--- src/rtl/instr_fetch_responder.sv ---
// Instruction fetch responder: reads fetch addresses from program memory
// and returns tagged instruction words through a small response FIFO.
module instr_fetch_responder #(
    parameter int DATA_W     = 16,
    parameter int ADDR_W     = 8,
    parameter int FIFO_DEPTH = 4
) (
    input  logic                          clk,
    input  logic                          rst,
    input  logic                          flush,
    input  logic                          req_valid,
    output logic                          req_ready,
    input  logic [ADDR_W-1:0]             req_addr,
    output logic                          rsp_valid,
    input  logic                          rsp_ready,
    output logic [DATA_W-1:0]             rsp_instr,
    output logic [ADDR_W-1:0]             rsp_addr,
    input  logic                          prog_we,
    input  logic [ADDR_W-1:0]             prog_addr,
    input  logic [DATA_W-1:0]             prog_data,
    output logic [$clog2(FIFO_DEPTH):0]   occupancy
);

    localparam int PW = $clog2(FIFO_DEPTH);
    localparam int CW = PW + 1;

    logic [DATA_W-1:0] mem [2**ADDR_W];

    logic              s1_valid;
    logic [ADDR_W-1:0] s1_addr;
    logic [DATA_W-1:0] s1_instr;

    logic [DATA_W-1:0] fifo_instr [FIFO_DEPTH];
    logic [ADDR_W-1:0] fifo_addr  [FIFO_DEPTH];
    logic [PW-1:0]     wr_ptr;
    logic [PW-1:0]     rd_ptr;

    logic [DATA_W-1:0] last_instr;
    logic [ADDR_W-1:0] last_addr;

    logic [CW:0]       used;
    logic              accept;
    logic              push;
    logic              pop;

    // Slots are reserved at accept time: S1 always has a FIFO entry waiting.
    assign used      = {1'b0, occupancy} + {{CW{1'b0}}, s1_valid};
    assign req_ready = !flush && (used < (CW+1)'(FIFO_DEPTH));
    assign accept    = req_valid && req_ready;
    assign push      = s1_valid && !flush;
    assign rsp_valid = (occupancy != '0);
    assign pop       = rsp_valid && rsp_ready;

    assign rsp_instr = rsp_valid ? fifo_instr[rd_ptr] : last_instr;
    assign rsp_addr  = rsp_valid ? fifo_addr[rd_ptr]  : last_addr;

    // Program memory write port and S1 capture; the read sees pre-write data.
    always_ff @(posedge clk) begin
        if (prog_we) begin
            mem[prog_addr] <= prog_data;
        end
        if (accept) begin
            s1_addr  <= req_addr;
            s1_instr <= mem[req_addr];
        end
    end

    // Response storage; written only when S1 drains into the FIFO.
    always_ff @(posedge clk) begin
        if (push) begin
            fifo_instr[wr_ptr] <= s1_instr;
            fifo_addr[wr_ptr]  <= s1_addr;
        end
    end

    // Pipeline valid, FIFO pointers and occupancy; flush empties everything.
    always_ff @(posedge clk or posedge rst) begin
        if (rst) begin
            s1_valid  <= 1'b0;
            wr_ptr    <= '0;
            rd_ptr    <= '0;
            occupancy <= '0;
        end else if (flush) begin
            s1_valid  <= 1'b0;
            wr_ptr    <= '0;
            rd_ptr    <= '0;
            occupancy <= '0;
        end else begin
            s1_valid <= accept;
            if (push) begin
                wr_ptr <= wr_ptr + 1'b1;
            end
            if (pop) begin
                rd_ptr <= rd_ptr + 1'b1;
            end
            case ({push, pop})
                2'b10:   occupancy <= occupancy + 1'b1;
                2'b01:   occupancy <= occupancy - 1'b1;
                default: occupancy <= occupancy;
            endcase
        end
    end

    // Remember the last consumed response so idle outputs stay steady.
    always_ff @(posedge clk or posedge rst) begin
        if (rst) begin
            last_instr <= '0;
            last_addr  <= '0;
        end else if (pop) begin
            last_instr <= fifo_instr[rd_ptr];
            last_addr  <= fifo_addr[rd_ptr];
        end
    end

endmodule

--- config.mk ---
export PLATFORM = sky130hd
export DESIGN_NAME = instr_fetch_responder
export DESIGN_NICKNAME = d
export VERILOG_FILES = /design/src/rtl/instr_fetch_responder.sv
export SDC_FILE = /design/constraint.sdc
export NUM_CORES = 2
export LEC_CHECK = 0
export ABC_AREA = 1
export CAP_MARGIN = 15
export CELL_PAD_IN_SITES_DETAIL_PLACEMENT = 0
export CELL_PAD_IN_SITES_GLOBAL_PLACEMENT = 1
export CORE_MARGIN = 3
export CORE_UTILIZATION = 45
export CTS_CLUSTER_DIAMETER = 80
export DETAILED_ROUTE_END_ITERATION = 6
export DONT_BUFFER_PORTS = 1
export MAX_ROUTING_LAYER = met4
export PLACE_DENSITY = 0.7
export SLEW_MARGIN = 20
export SYNTH_ARGS = -nofsm -noshare
export SYNTH_HDL_FRONTEND = slang
export SYNTH_MEMORY_MAX_BITS = 65536
export SYNTH_SLANG_ARGS = --single-unit
--- constraint.sdc ---
create_clock -name clk -period 2 [get_ports clk]
set_input_delay 0.4 -clock clk [delete_from_list [all_inputs] [get_ports clk]]
set_output_delay 0.4 -clock clk [all_outputs]
set_load 0.05 [all_outputs]
==> flow_summary.json <==
{
  "slew_headroom": 0.189,
  "max_stage_delay_ns": 0.44,
  "grt_max_degree": 1027,
  "place_area_um2": 185000,
  "htree_num_levels": 5,
  "vdd_ir_drop_max_mv": 1.72,
  "ys_seq_area_frac": 0.746,
  "antenna_found_initial": 26,
  "cts.sinks": 4248,
  "power_leakage_nw": 73.2,
  "ant_nets": 0,
  "num_io_pins": 67,
  "r2r_cells": 11,
  "grt_pass1_vias": 109000,
  "drv_slew": 0,
  "synth_flop_cell": "edfxtp_1",
  "async_reset_ff_frac": 0.00753,
  "critical_path_class": "register to output pin",
  "nets": 14800,
  "syn_area_um2": 171000,
  "cp_top_family": "buffers and inverters",
  "stdcell_area_um2": 207000,
  "grt_pass1_wl_um": 768000,
  "rr_startpoint": "mem[109][8]",
  "num_rows": 225,
  "viasPerCell": 5.80,
  "fill_cells": 30600,
  "synth_area_leaders": "edfxtp_1, nand3_1, nand2_1",
  "holdCritPathClass": "primary input to register",
  "clk_path_buf_depth": 4,
  "drive_gt1_frac": 0.167,
  "setup_violations": 44,
  "synth_top_area_share": 0.742,
  "hp-start": "prog_data[7]",
  "required_ns": 1.60,
  "dieHeight_um": 622,
  "cp_max_fo": 11,
  "rsz0062_at_grt": "yes",
  "start_util": 0.453,
  "wl_met1_um": 220000,
  "cp_slowest_cell": "dfrtp_2",
  "hold_viol_final": 1779,
  "drc_errors": 0,
  "utilization": 0.549,
  "syn_to_final_growth_pct": 21.1,
  "avgSynthCellArea_um2": 12.1,
  "ys_seq_elements": 4248,
  "worst_pin_slew_ns": 1.22,
  "die_area_um2": 387000,
  "overflow": 0,
  "cts_made_buffers": 436,
  "r2r_end": "s1_instr[8]",
  "crit_start": "rd_ptr[0]",
  "yosys.area.top_type": "edfxtp_1",
  "dr.max_layer_used": "met4",
  "synthCells": 14100,
  "cts_tree": "built",
  "finalCritPeriodShare": 1.43,
  "max_freq_mhz": 349,
  "dieWidth_um": 622,
  "holdWs_ns": -0.464,
  "status": "complete, but fails checks",
  "clk_pin_slew_ns": 0.06,
  "crit_arrival_ns": 2.46,
  "root_buffer": "clkbuf_16",
  "gp_congestion": 0.865,
  "route.met3.wl_um": 55300,
  "min_period_ns": 2.86,
  "whs_endpoint": "mem[24][7]",
  "end_kind": "output pin",
  "p_per_area_nw_per_um2": 959,
  "routedWlPerCell_um": 27.1,
  "first_pass_iters": 6,
  "synth-edff-count": 4216,
  "start_kind": "register",
  "ys_types": 25,
  "fin_ws_ns": -0.862,
  "syn_nets": 14100,
  "yosys_warnings": 0,
  "grt_use_total": 0.275,
  "synthMostInstantiatedCell": "nand2_1",
  "drt_iter0_drc": 15900,
  "drt-total-wl_um": 545000,
  "drv_cap": 0,
  "synth_commonest_cells": "nand2_1, edfxtp_1, nand3_1",
  "core_area_um2": 377000,
  "skew_ns": 0.0485,
  "hold_path_depth": 0,
  "hpwl_um": 284000,
  "failed_checks": "negative hold slack, negative setup slack",
  "r2r_setup_slack_ns": 0.02,
  "via_count": 117000,
  "dr_wl_met2_um": 252000,
  "port_buffers": 0,
  "cp_cell_sequence": "clkinv_4 > clkbuf_16 > nand2_1 > a32o_1 > o21ai_2 > buf_12",
  "worstSkewPairLatency_ns": 0.98,
  "critPathBufInv": 3
}
[how the worst max path moves through the flow]
stage / end / cells after the start
3_5_place_dp: s1_instr[8] / 13
3_3_place_gp: s1_instr[8] / 12
6_report: rsp_instr[13] / 6
5_1_grt: rsp_instr[4] / 5
4_1_cts: rsp_addr[3] / 7
2_1_floorplan: mem[174][0] / 4
[state kept, by name (all words and copies together), names as in the netlist]
name	cells
occupancy	3
mem	4096
rd_ptr	2
s1_valid	1
wr_ptr	2
fifo_addr	32
fifo_instr	64
s1_instr	16
last_addr	8
s1_addr	8
last_instr	16
[kinds of logic (layout without fill, tap and decap cells)]
logic type / Yosys count / after routing / synth area share
adder cells (fa/ha/maj): 5 / 5 / 0.000410
flip-flops: 4248 / 4248 / 0.746
buffers and inverters: 1019 / 2067 / 0.0291
AND/OR/NAND/NOR: 8674 / 8674 / 0.220
XOR/XNOR: 3 / 3 / 0.000154
AO/OA/AOI/OAI: 102 / 102 / 0.00375
other: 0 / 9 / 0
[per-layer routing]
layer / track usage / up-vias
met5: - / -
met4: 0.0759 / 0
met3: 0.0445 / 836
met2: 0.420 / 5969
met1: 0.383 / 58000
li1: - / 51700
[cell type report]
type | count | area (um2) | share of cell area
flip-flops and latches | 4248 | 127000 | 0.616
multi-input cells | 8784 | 42300 | 0.205
repair buffers | 1215 | 16700 | 0.0809
clock buffers | 541 | 11500 | 0.0556
well taps | 4994 | 6250 | 0.0302
clock inverters | 255 | 2190 | 0.0106
inverters | 56 | 277 | 0.00134
diodes | 9 | 22.5 | 0.000109
[layout by cell type, fill, tap and decap left out, drive strengths merged]
cell type,count
a21oi,24
a22o,1
a32o,24
buf,1160
bufbuf,8
bufinv,35
clkbuf,565
clkinv,196
clkinvlp,13
dfrtp,32
diode,9
dlygate4sd3,23
edfxtp,4216
fa,1
ha,4
inv,67
nand2,4342
nand3,4036
nor2,295
nor3,1
o211ai,1
o21ai,51
o31ai,1
xor2,3
[report_power, final]
group / internal [mW] / leakage (nW) / total [mW] / switching, mW
Combinational: 7.27 / 28.2 / 20.3 / 13.0
Sequential: 98.5 / 38.3 / 98.8 / 0.323
Clock: 45.1 / 6.70 / 79.0 / 34.0
[timing repair]
item                                     CTS  global route
endpoints found under the setup margin    45            46
hold endpoints to repair                4183          3067
buffers inserted                         107            12
pin swaps                                129            25
gates cloned                              31            24
hold buffers                              18            23
gates resized for setup                  774            51
[through the flow]
| step | std cells | setup TNS (ns) | total power [mW] | setup WS, ns |
|---|---|---|---|---|
| 6_report | 20100 | -22.79 | 198 | -0.862 |
| 2_1_floorplan | 14100 | -209.76 | 111 | -0.240 |
| 4_1_cts | 20000 | -25.61 | 197 | -0.923 |
| 3_5_place_dp | 19100 | -29.27 | 117 | -1.76 |
| 5_1_grt | 20100 | -23.11 | 204 | -0.928 |
| 3_3_place_gp | 19100 | -29.36 | 116 | -1.69 |
(Power assumes the default switching activity.)
